==> src/rtl/scaler_ctrl_pkg.sv <==
// scaler_ctrl_pkg: shared definitions for the scaler control block.
//   - host register address map
//   - control register bit positions
//   - FSM state type
//   - origin clamp helper
package scaler_ctrl_pkg;

  localparam logic [2:0] ADDR_X_LO  = 3'd0;
  localparam logic [2:0] ADDR_X_HI  = 3'd1;
  localparam logic [2:0] ADDR_Y_LO  = 3'd2;
  localparam logic [2:0] ADDR_Y_HI  = 3'd3;
  localparam logic [2:0] ADDR_ZOOM  = 3'd4;
  localparam logic [2:0] ADDR_DX    = 3'd5;
  localparam logic [2:0] ADDR_DY    = 3'd6;
  localparam logic [2:0] ADDR_CTRL  = 3'd7;

  localparam int unsigned CTRL_COMMIT_BIT = 0;
  localparam int unsigned CTRL_PAN_BIT    = 1;

  localparam logic [2:0] ZOOM_MAX = 3'd4;

  typedef enum logic {
    ST_IDLE    = 1'b0,
    ST_PENDING = 1'b1
  } state_t;

  // Saturate an 11-bit origin to the last valid cell index.
  function automatic logic [10:0] clamp_origin(input logic [10:0] v,
                                               input logic [10:0] lim);
    return (v > lim) ? lim : v;
  endfunction

endpackage

==> src/rtl/scaler_ctrl_wrap.sv <==
// scaler_ctrl_wrap: one auto-pan step, origin + signed step modulo MAX.
//   i_val  [10:0]  current origin, assumed in [0, MAX)
//   i_step [7:0]   signed step
//   o_val  [10:0]  wrapped origin, single correction by MAX
module scaler_ctrl_wrap #(
  parameter int unsigned MAX = 1920
) (
  input  logic [10:0] i_val,
  input  logic [7:0]  i_step,
  output logic [10:0] o_val
);

  logic [12:0] w_sum;

  assign w_sum = {2'b00, i_val} + {{5{i_step[7]}}, i_step};

  // Result lies in [0, MAX) after one correction, so 11-bit modular
  // arithmetic on the low bits yields the exact value.
  always_comb begin
    o_val = w_sum[10:0];
    if (w_sum[12]) begin
      o_val = w_sum[10:0] + 11'(MAX);
    end else if (w_sum >= 13'(MAX)) begin
      o_val = w_sum[10:0] - 11'(MAX);
    end
  end

endmodule

==> src/rtl/scaler_ctrl.sv <==
// scaler_ctrl: host-programmable scaler window with frame-synchronous commit.
//   clk_in, rst_n (async, active low)
//   frame_start         start-of-frame pulse
//   reg_wr/reg_rd       host strobes; reg_addr[2:0], reg_wdata[7:0]
//   reg_rdata[7:0]      registered read data
//   scaler_x_origin/scaler_y_origin[10:0], scaler_zoom[2:0], scaler_border
//   pending             commit queued, waiting for frame_start
// Optional feature: define SCALER_CTRL_AUTO_PAN_EN for per-frame auto-pan.
module scaler_ctrl
  import scaler_ctrl_pkg::*;
#(
  parameter int unsigned H_LIFE = 1920,
  parameter int unsigned V_LIFE = 1080
) (
  input  logic        clk_in,
  input  logic        rst_n,
  input  logic        frame_start,
  input  logic        reg_wr,
  input  logic        reg_rd,
  input  logic [2:0]  reg_addr,
  input  logic [7:0]  reg_wdata,
  output logic [7:0]  reg_rdata,
  output logic [10:0] scaler_x_origin,
  output logic [10:0] scaler_y_origin,
  output logic [2:0]  scaler_zoom,
  output logic        scaler_border,
  output logic        pending
);

  localparam logic [10:0] X_LIM = 11'(H_LIFE - 1);
  localparam logic [10:0] Y_LIM = 11'(V_LIFE - 1);
  localparam logic [10:0] X_RST = 11'(H_LIFE / 2);
  localparam logic [10:0] Y_RST = 11'(V_LIFE / 2);

  state_t      r_state, w_state_nxt;
  logic        w_commit, w_apply;
  logic [10:0] r_sh_x, r_sh_y;
  logic [2:0]  r_sh_zoom;
  logic        r_sh_border;
  logic [10:0] r_act_x, r_act_y;
  logic [2:0]  r_act_zoom;
  logic        r_act_border;
  logic [7:0]  r_rdata, w_rd_mux;
`ifdef SCALER_CTRL_AUTO_PAN_EN
  logic [7:0]  r_sh_dx, r_sh_dy;
  logic        r_pan_en;
  logic        w_pan_step;
  logic [10:0] w_pan_x, w_pan_y;
`endif

  assign w_commit = reg_wr && (reg_addr == ADDR_CTRL) && reg_wdata[CTRL_COMMIT_BIT];

  always_ff @(posedge clk_in or negedge rst_n) begin
    if (!rst_n) r_state <= ST_IDLE;
    else        r_state <= w_state_nxt;
  end

  // A commit coinciding with frame_start is applied immediately and never
  // enters PENDING.
  always_comb begin
    w_state_nxt = r_state;
    w_apply     = 1'b0;
    case (r_state)
      ST_IDLE: begin
        if (w_commit && frame_start) w_apply = 1'b1;
        else if (w_commit)           w_state_nxt = ST_PENDING;
      end
      ST_PENDING: begin
        if (frame_start) begin
          w_apply     = 1'b1;
          w_state_nxt = ST_IDLE;
        end
      end
      default: w_state_nxt = ST_IDLE;
    endcase
  end

`ifdef SCALER_CTRL_AUTO_PAN_EN
  assign w_pan_step = frame_start && !w_apply && (r_state == ST_IDLE) && r_pan_en;

  scaler_ctrl_wrap #(.MAX(H_LIFE)) u_wrap_x (
    .i_val (r_act_x),
    .i_step(r_sh_dx),
    .o_val (w_pan_x)
  );

  scaler_ctrl_wrap #(.MAX(V_LIFE)) u_wrap_y (
    .i_val (r_act_y),
    .i_step(r_sh_dy),
    .o_val (w_pan_y)
  );
`endif

  always_ff @(posedge clk_in or negedge rst_n) begin
    if (!rst_n) begin
      r_sh_x      <= '0;
      r_sh_y      <= '0;
      r_sh_zoom   <= '0;
      r_sh_border <= 1'b0;
`ifdef SCALER_CTRL_AUTO_PAN_EN
      r_sh_dx     <= '0;
      r_sh_dy     <= '0;
      r_pan_en    <= 1'b0;
`endif
    end else if (reg_wr) begin
      case (reg_addr)
        ADDR_X_LO: r_sh_x <= clamp_origin({r_sh_x[10:8], reg_wdata}, X_LIM);
        ADDR_X_HI: r_sh_x <= clamp_origin({reg_wdata[2:0], r_sh_x[7:0]}, X_LIM);
        ADDR_Y_LO: r_sh_y <= clamp_origin({r_sh_y[10:8], reg_wdata}, Y_LIM);
        ADDR_Y_HI: r_sh_y <= clamp_origin({reg_wdata[2:0], r_sh_y[7:0]}, Y_LIM);
        ADDR_ZOOM: begin
          r_sh_zoom   <= (reg_wdata[2:0] > ZOOM_MAX) ? ZOOM_MAX : reg_wdata[2:0];
          r_sh_border <= reg_wdata[3];
        end
`ifdef SCALER_CTRL_AUTO_PAN_EN
        ADDR_DX:   r_sh_dx  <= reg_wdata;
        ADDR_DY:   r_sh_dy  <= reg_wdata;
        ADDR_CTRL: r_pan_en <= reg_wdata[CTRL_PAN_BIT];
`endif
        default: ;
      endcase
    end
  end

  always_ff @(posedge clk_in or negedge rst_n) begin
    if (!rst_n) begin
      r_act_x      <= X_RST;
      r_act_y      <= Y_RST;
      r_act_zoom   <= 3'd1;
      r_act_border <= 1'b0;
    end else if (w_apply) begin
      r_act_x      <= r_sh_x;
      r_act_y      <= r_sh_y;
      r_act_zoom   <= r_sh_zoom;
      r_act_border <= r_sh_border;
    end
`ifdef SCALER_CTRL_AUTO_PAN_EN
    else if (w_pan_step) begin
      r_act_x <= w_pan_x;
      r_act_y <= w_pan_y;
    end
`endif
  end

  always_comb begin
    w_rd_mux = '0;
    case (reg_addr)
      ADDR_X_LO: w_rd_mux = r_sh_x[7:0];
      ADDR_X_HI: w_rd_mux = {5'b0, r_sh_x[10:8]};
      ADDR_Y_LO: w_rd_mux = r_sh_y[7:0];
      ADDR_Y_HI: w_rd_mux = {5'b0, r_sh_y[10:8]};
      ADDR_ZOOM: w_rd_mux = {4'b0, r_sh_border, r_sh_zoom};
`ifdef SCALER_CTRL_AUTO_PAN_EN
      ADDR_DX:   w_rd_mux = r_sh_dx;
      ADDR_DY:   w_rd_mux = r_sh_dy;
      ADDR_CTRL: w_rd_mux = {6'b0, r_pan_en, (r_state == ST_PENDING)};
`else
      ADDR_CTRL: w_rd_mux = {7'b0, (r_state == ST_PENDING)};
`endif
      default:   w_rd_mux = '0;
    endcase
  end

  always_ff @(posedge clk_in or negedge rst_n) begin
    if (!rst_n)      r_rdata <= '0;
    else if (reg_rd) r_rdata <= w_rd_mux;
  end

  assign reg_rdata       = r_rdata;
  assign scaler_x_origin = r_act_x;
  assign scaler_y_origin = r_act_y;
  assign scaler_zoom     = r_act_zoom;
  assign scaler_border   = r_act_border;
  assign pending         = (r_state == ST_PENDING);

endmodule

==> config.mk <==
export PLATFORM = sky130hd
export DESIGN_NAME = scaler_ctrl
export DESIGN_NICKNAME = d
export VERILOG_FILES = /design/src/rtl/scaler_ctrl_pkg.sv /design/src/rtl/scaler_ctrl_wrap.sv /design/src/rtl/scaler_ctrl.sv
export SDC_FILE = /design/constraint.sdc
export NUM_CORES = 1
export LEC_CHECK = 0
export ABC_AREA = 1
export CAP_MARGIN = 10
export CORE_ASPECT_RATIO = 1.1
export CORE_MARGIN = 1
export CORE_UTILIZATION = 40
export CTS_BUF_LIST = sky130_fd_sc_hd__clkbuf_4
export CTS_CLUSTER_SIZE = 30
export DETAILED_ROUTE_END_ITERATION = 10
export PLACE_DENSITY = 0.6
export SLEW_MARGIN = 20
export SYNTH_ARGS = -nofsm -noshare
export SYNTH_HDL_FRONTEND = slang
export SYNTH_SLANG_ARGS = --single-unit
==> constraint.sdc <==
create_clock -name clk_in -period 3.14 [get_ports clk_in]
set_input_delay 0.628 -clock clk_in [delete_from_list [all_inputs] [get_ports clk_in]]
set_output_delay 0.628 -clock clk_in [all_outputs]
set_load 0.005 [all_outputs]
==> results.toml, run 1 <==
[synth]
synth_compound_area_share_pct = 11.6
synth_top_family_by_area = "simple AND/OR/NAND/NOR gates"
synthesis.instances = 348
synth_async_sr_flop_share_pct = 100
synthAdderAreaFrac_pct = 0
muxShareOfSynthArea_pct = 0
synth.top_cell.area_share_pct = 45.1
yosys-top-cells-area = "dfrtp_1 45%, nand2_1 16%, dfstp_2 8.2%, nand3_1 7.3%, inv_1 3.9%"
synth-xor-area-share_pct = 0
synth_ff_type = "dfrtp_1"
synth-simple-area-share_pct = 27.9
yosys.cell_count.top_type = "nand2_1"
seq_area_frac_synth_pct = 53.3
yosysWarnings = 0
synth-edff-count = 0
synthTopCellsByCount = "122 x nand2_1, 52 x dfrtp_1, 42 x nand3_1"
synth_cell_type_count = 24
synth_area_per_cell_um2 = 8.29
synth-seq-cells = 61
synth_nets = 364
synth_area_leader_cell = "dfrtp_1"
synth_area_um2 = 2890

[global_routing]
antenna_found_initial = 0
grt_max_degree = 37
grt_overflow = 0
grt_use_total_pct = 20.6
grt_pass1_wl_um = 12000
grt_pass1_vias = 2398

[sta]
clock_skew_ns = 0.0126
finalHoldViolations = 0
fmax_mhz = 479
fin_hold_ws_ns = 0.244
setup_tns_ns = 0
slew_viol_final = 0
grt_setup_unrepaired = "false"
slew_headroom_pct = 54.5
setup_slack_ns = 1.05
setup_viol = 0
fin_crit_ns = 2.09
fin_crit_sh_pct = 66.5
worst-slew-pin-transition_ns = 0.683

[clocking]
clock_latency_ns = 0.42
ctsResizeCount = 0
root_buffer = "clkbuf_4"
cts.sinks = 61
cts_setup_buffers = 0
numCtsBuffers = 9
hold_buffers = 0
clkTransAtPathRegs_ns = 0.11
cts_buffer_depth = 2
cts_tree = "yes"
cts_htree_levels = 3

[detailed_routing]
wire_per_inst_um = 14.7
vias_per_cell = 5.01
ant_nets = 0
first_pass_iters = 4
routed_wl_um = 7210
drt_iter0_markers = 159
post-route-drc-count = 0
vias = 2465

[floorplanning]
initial_core_util_pct = 41.2
die_area_um2 = 7560
die_w_um = 83.0
die_y_um = 91.1
core_area_um2 = 7010
io_pins = 51
rows = 32

[status]
outcome = "finished, final reports clean"

[power_and_ir_drop]
p_leak_nw = 1.74
power.density_nw_per_um2 = 633
irDropWorstVdd_v = 0.000294
seqPwrFrac_pct = 47.8
p_total_mw = 2.28
p_int_mw = 1.62
p_comb_share_pct = 25.4
clock_power_share_pct = 26.8
power.share.switching_pct = 29.2
netSwitchingPower_uw = 668

[final_layout]
antenna_cells = 0
drive_gt1_share_pct = 12.8
design_area_um2 = 3610
area_growth_pct = 25.0
fin_nets = 418

[critical_path]
arrival_ns = 1.46
path_max_fanout = 2
worstPathCellList = "clkdlybuf4s50_1"
max_stage_delay_ns = 0.55
timing.critical_path.buf_inv = 1
r2r_slack_ns = 1.76
slowest_stage = "dfstp_2"
crit_required_ns = 2.51
path_class = "flop to primary output"
endpoint_kind = "primary output"
cp-start-kind = "flop"
critPathTopFamily = "flip-flops"

[placement]
dpl.hpwl_um = 5460
place_area_um2 = 3450
pre_cts_slack_ns = 0.689
gp_congestion = 0.949
port_buffers = 50

[hold_path]
hold_path.class = "input port to asynchronous set/reset pin"

[flow_run]
drv_cap = 0
==> cell families after synthesis <==
logic type,Yosys count
and+or+nand+nor,189
DFF,61
buffers and inverters,45
AOI/OAI and AO/OA,53
==> power by group through the flow <==
stage          clock [mW]  sequential [mW]  combinational (mW)
3_5_place_dp            0             1.11               0.587
4_1_cts             0.622             1.09               0.589
2_1_floorplan           0             1.09               0.257
6_report            0.613             1.09               0.580
3_3_place_gp            0             1.11               0.580
5_1_grt             0.653             1.12               0.648
==> area by class of cell <==
type / instances / area (um^2)
multi-input combinational: 242 / 1140
tap: 85 / 106
fill: 681 / 3400
inverter: 34 / 130
timing repair buffer: 54 / 538
clock buffer: 10 / 75.1
clock inverter: 6 / 77.6
sequential: 61 / 1540
==> layer usage <==
metal	vias up	share of wire [%]	track usage, %
met5	-	0	0
met4	0	2.5	10.8
met3	19	4.1	4.00
met2	54	47	32.6
met1	1157	47	26.7
li1	1235	-	-
==> per-stage QoR <==
stage / std cells / utilization, %
2_1_floorplan: 348 / -
3_3_place_gp: 476 / 49.3
3_5_place_dp: 476 / 49.3
4_1_cts: 492 / 51.5
5_1_grt: 492 / 51.5
6_report: 492 / 51.5
==> state kept, by name, summed over array words and instances (netlist names) <==
signal           cells
scaler_zoom          3
reg_rdata            8
r_sh_y              11
scaler_border        1
scaler_y_origin     11
pending              1
scaler_x_origin     11
r_sh_zoom            3
r_sh_x              11
r_sh_border          1
==> layout by cell type (no fill, tap or decap), types with 3 or more instances in the layout <==
master / count
inv_2: 3
nor2_2: 3
dfstp_2: 9
o21ai_1: 15
clkdlybuf4s50_1: 49
clkbuf_4: 10
inv_1: 30
buf_4: 3
dfrtp_1: 52
o22ai_1: 6
nand2_2: 3
nand3_1: 42
nor2_1: 14
a22oi_1: 3
o21ai_2: 11
nand4_1: 3
nand2_1: 122
o21ai_0: 15
==> path summary, 6_finish.rpt <==
kind	startpoint	depth (start not counted)	end
setup / recovery	scaler_x_origin[9]	1	scaler_x_origin[9]
hold / removal	rst_n	1	r_sh_y[4]
setup reg to reg	pending	6	scaler_border
hold reg to reg	scaler_y_origin[9]	2	scaler_y_origin[9]
max in group asynchronous	rst_n	2	scaler_y_origin[9]
min in group clk_in	scaler_y_origin[9]	2	scaler_y_origin[9]
Note: power is estimated with default switching activity, not from simulation.
==> inputs of run 2 (changes only) <==
==> constraint.sdc (replaced) <==
create_clock -name clk_in -period 2.07 [get_ports clk_in]
set_input_delay 0.414 -clock clk_in [delete_from_list [all_inputs] [get_ports clk_in]]
set_output_delay 0.414 -clock clk_in [all_outputs]
set_load 0.005 [all_outputs]
==> run 2 against run 1 <==
  * Non-clock buffer count up 10
  * Total power up 53%
  * Register-to-register slack worse by 1.0 ns
  * Largest cell class unchanged
  * Worst setup slack worse by 0.84 ns
==> results.toml, run 2 (same netlist as run 1, synthesis figures left out) <==
[status]
outcome = "finished, final reports clean"

[final_layout]
layout_commonest_cell = "nand2_1"
antenna_cells = 0
fin_nets = 428
design_area_um2 = 3700
drive_gt1_share_pct = 15.1
area_growth_pct = 28.3
final_cell_mix = "122 x nand2_1, 52 x dfrtp_1, 49 x clkdlybuf4s50_1"
nFillCells = 682

[detailed_routing]
ant_nets = 0
vias_per_cell = 5.13
first_pass_iters = 8
wire_per_inst_um = 15.0
drt_iter0_markers = 176
routed_wl_um = 7520
vias = 2573
post-route-drc-count = 0

[global_routing]
grt_use_total_pct = 21.4
grt_overflow = 0
grt_pass1_vias = 2478
antenna_found_initial = 0
grt_pass1_wl_um = 12300
grt_max_degree = 62

[sta]
worst-slew-pin-transition_ns = 0.383
slew_headroom_pct = 74.4
clock_skew_ns = 0.0116
fin_crit_sh_pct = 89.8
setup_slack_ns = 0.212
finalHoldViolations = 0
setup_tns_ns = 0
grt_setup_unrepaired = "false"
setup_viol = 0
slew_viol_final = 0
fin_crit_ns = 1.86
fmax_mhz = 538

[placement]
gp_congestion = 0.916
place_area_um2 = 3530
port_buffers = 50
dpl.hpwl_um = 5610
pre_cts_slack_ns = 0.0804

[floorplanning]
die_w_um = 83.0
core_area_um2 = 7010
io_pins = 51
die_area_um2 = 7560
rows = 32
die_y_um = 91.1
initial_core_util_pct = 41.2

[critical_path]
timing.critical_path.buf_inv = 1
arrival_ns = 1.44
crit_required_ns = 1.66
path_class = "flop to primary output"
critPathTopFamily = "flip-flops"
max_stage_delay_ns = 0.55
path_max_fanout = 2
slowest_stage = "dfstp_2"
endpoint_kind = "primary output"
cp-start-kind = "flop"
worstPathCellList = "clkdlybuf4s50_1"

[power_and_ir_drop]
power.density_nw_per_um2 = 945
irDropWorstVdd_v = 0.000563
p_leak_nw = 1.80

[clocking]
clkTransAtPathRegs_ns = 0.11
cts_tree = "yes"
cts_htree_levels = 3
cts.sinks = 61
root_buffer = "clkbuf_4"
numCtsBuffers = 9
cts_buffer_depth = 2
clock_latency_ns = 0.40
ctsResizeCount = 0

[flow_run]
drv_cap = 0

[hold_path]
hold_path.class = "flop to flop"
## run 2: final timing paths
kind	start	endpoint	slack, ns	cells after the start
min in group asynchronous	rst_n	r_sh_zoom[1]	0.54	3
setup reg to reg	r_sh_y[8]	r_sh_y[8]	0.72	7
setup / recovery	scaler_y_origin[4]	scaler_y_origin[4]	0.21	1
hold reg to reg	scaler_x_origin[3]	scaler_x_origin[3]	0.48	2
max in group asynchronous	rst_n	scaler_y_origin[3]	1.22	3
hold / removal	scaler_x_origin[3]	scaler_x_origin[3]	0.48	2
## run 2: what timing repair did
action | CTS | global route
hold buffers | 1 | 0
endpoints found under the hold margin | 3 | 0
endpoints found under the setup margin | 0 | 0
buffers inserted | 0 | 0
## run 2: report_power, final
group / internal, mW / leakage, nW / total [mW] / switching [mW]
logic: 0.489 / 0.958 / 0.901 / 0.412
registers: 1.49 / 0.747 / 1.66 / 0.175
clock network: 0.512 / 0.0906 / 0.936 / 0.424
total: 2.49 / 1.80 / 3.50 / 1.01
## run 2: metrics by stage
stage | std cells | power, mW | hold WS (ns) | util [%]
after floorplan | 348 | 2.05 | 0.118 | -
after global placement | 485 | 2.57 | 0.443 | 50.4
after detailed placement | 485 | 2.59 | 0.447 | 50.4
after CTS | 502 | 3.53 | 0.481 | 52.8
after global routing | 502 | 3.71 | 0.492 | 52.8
final | 502 | 3.50 | 0.476 | 52.8
## run 2: layer usage
layer,vias to the layer above,track usage (%),part of all wire (%)
li1,1254,-,-
met1,1220,27.7,45
met2,86,34.6,48
met3,13,5.55,5.7
met4,0,7.90,2.0
met5,-,0,0
## run 2: area by class of cell
type	instances	area, um^2	share of cell area [%]
flip-flops and latches	61	1540	41.5
multi-input cells	242	1140	30.8
repair buffers	64	628	17.0
inverters	34	130	3.52
well taps	85	106	2.87
clock buffers	11	82.6	2.23
clock inverters	5	75.1	2.03
## run 2: worst reg2reg max path, cell delays in order (launching register included)
cell and delay, ns:
dfrtp_1 0.49, nor2_1 0.14, nand3_1 0.08, nand2_1 0.24, nand2_1 0.14, nand2_1 0.10, nand2_1 0.05, nand2_1 0.06
==> inputs of run 3 (changes only) <==
--- a/config.mk
+++ b/config.mk
@@ -17,4 +17,5 @@
 export SLEW_MARGIN = 20
 export SYNTH_ARGS = -nofsm -noshare
 export SYNTH_HDL_FRONTEND = slang
+export SYNTH_HIERARCHICAL = 1
 export SYNTH_SLANG_ARGS = --single-unit
==> constraint.sdc (replaced) <==
create_clock -name clk_in -period 2.07 [get_ports clk_in]
set_input_delay 0.5175 -clock clk_in [delete_from_list [all_inputs] [get_ports clk_in]]
set_output_delay 0.5175 -clock clk_in [all_outputs]
set_load 0.005 [all_outputs]
==> run 3 against run 2 <==
  * Synthesized cell count stayed put
  * Clock power is 13% lower
  * Critical path depth stayed put
  * Fmax is 5.5% lower
  * Utilization is 0.52 points higher
  * Wire length is 0.23% higher
  * Total power is 3.1% lower
  * Sequential power hardly changed
  * Clock skew is 0.0077 ns higher
  * Sequential cell count stayed put
  * Combinational power is 1% higher
  * Critical path type unchanged
  * Highest routed layer unchanged
==> results.toml, run 3 <==
[floorplanning]
die_area_um2 = 7560
die_y_um = 91.1
rows = 32
core_area_um2 = 7010
io_pins = 51
die_w_um = 83.0
initial_core_util_pct = 41.2

[critical_path]
path_max_fanout = 2
arrival_ns = 1.45
crit_required_ns = 1.55
cp-start-kind = "flop"
timing.critical_path.buf_inv = 1
endpoint_kind = "primary output"
path_class = "flop to primary output"
worstPathCellList = "clkdlybuf4s50_1"
slowest_stage = "dfstp_2"
critPathTopFamily = "flip-flops"
max_stage_delay_ns = 0.55

[synth]
synth_area_um2 = 2890
yosys.cell_count.top_type = "nand2_1"
synth-edff-count = 0
yosys-top-cells-area = "dfrtp_1 45%, nand2_1 16%, dfstp_2 8.2%, nand3_1 7.3%, inv_1 3.9%"
synth_area_leader_cell = "dfrtp_1"
seq_area_frac_synth_pct = 53.3
synth-seq-cells = 61
synth_ff_type = "dfrtp_1"
synth_nets = 364
synthesis.instances = 348
synthTopCellsByCount = "122 x nand2_1, 52 x dfrtp_1, 42 x nand3_1"
synth_cell_type_count = 24
synth_area_per_cell_um2 = 8.29
yosysWarnings = 6
synth_async_sr_flop_share_pct = 100
synth.top_cell.area_share_pct = 45.1

[flow_run]
drv_cap = 0

[sta]
finalHoldViolations = 0
fin_crit_sh_pct = 95.0
slew_headroom_pct = 68.3
setup_viol = 0
setup_tns_ns = 0
fin_crit_ns = 1.97
fmax_mhz = 508
grt_setup_unrepaired = "false"
clock_skew_ns = 0.0194
slew_viol_final = 0
worst-slew-pin-transition_ns = 0.475

[final_layout]
final_cell_mix = "122 x nand2_1, 52 x dfrtp_1, 49 x clkdlybuf4s50_1"
area_growth_pct = 29.5
design_area_um2 = 3740
drive_gt1_share_pct = 17.3
layout_commonest_cell = "nand2_1"
nFillCells = 706
antenna_cells = 0
fin_nets = 438
multiInputGateArea_um2 = 1140
seq_area_um2 = 1540

[placement]
gp_congestion = 0.937
port_buffers = 50
dpl.hpwl_um = 5740
place_area_um2 = 3600

[clocking]
ctsResizeCount = 0
cts_setup_buffers = 0
cts.sinks = 61
root_buffer = "clkbuf_4"
cts_tree = "yes"
clkTransAtPathRegs_ns = 0.12
cts_buffer_depth = 2
clock_latency_ns = 0.41
cts_htree_levels = 3
hold_buffers = 0
numCtsBuffers = 9

[power_and_ir_drop]
p_leak_nw = 1.82
irDropWorstVdd_v = 0.000453
power.density_nw_per_um2 = 907

[detailed_routing]
routed_wl_um = 7530
first_pass_iters = 4
vias = 2532
ant_nets = 0
vias_per_cell = 4.95
post-route-drc-count = 0
drt_iter0_markers = 89
wire_per_inst_um = 14.7

[status]
outcome = "finished, final reports clean"

[global_routing]
grt_overflow = 0
grt_pass1_vias = 2410
antenna_found_initial = 0
grt_pass1_wl_um = 12500
grt_max_degree = 43
grt_use_total_pct = 22.0

[hold_path]
hold_path.class = "input port to asynchronous set/reset pin"
## run 3: cell counts after synthesis
No cell type changed its count.
## run 3: path summary, 6_finish.rpt
path	startpoint	end	slack [ns]	cells after the start
min	rst_n	r_sh_y[7]	0.08	2
max in group asynchronous	rst_n	scaler_x_origin[6]	1.55	2
min in group clk_in	scaler_y_origin[3]	scaler_y_origin[3]	0.47	2
min reg2reg	scaler_y_origin[3]	scaler_y_origin[3]	0.47	2
max reg2reg	r_sh_y[8]	r_sh_y[8]	0.74	7
max	scaler_y_origin[9]	scaler_y_origin[9]	0.10	1
## run 3: stage by stage
step                      power (mW)  util, %  cells  setup WS, ns  hold WS (ns)
final                           3.39     53.3    512         0.103        0.0829
after global routing            3.59     53.3    512        0.0419        0.0935
after CTS                       3.43     53.3    512        0.0730        0.0718
after detailed placement        2.61     51.4    496        0.0516         0.459
after global placement          2.59     51.4    496        0.0641         0.453
after floorplan                 2.05        -    348         0.613         0.222
## run 3: cell families after synthesis
logic type      Yosys count  share of synthesized area [%]
buf+inv                  45                           7.16
flops                    61                           53.3
simple gates            189                           27.9
compound gates           53                           11.6
## run 3: where the power goes
group	internal (mW)	switching [mW]	total [mW]
clock	0.361	0.455	0.816
sequential	1.49	0.178	1.66
combinational	0.497	0.413	0.910
total	2.34	1.05	3.39
## run 3: per-layer routing
layer / vias to the layer above / part of all wire [%] / global-route usage (%)
met5: - / 0 / 0
met3: 20 / 4.5 / 4.55
met1: 1168 / 46 / 29.2
li1: 1278 / - / -
met2: 66 / 46 / 33.3
met4: 0 / 3.8 / 13.1
## run 3: cell type report
class / count / area share (%)
flip-flops and latches: 61 / 41.1
multi-input cells: 242 / 30.5
repair buffers: 74 / 18.4
inverters: 34 / 3.48
well taps: 85 / 2.85
clock buffers: 9 / 1.81
clock inverters: 7 / 1.77
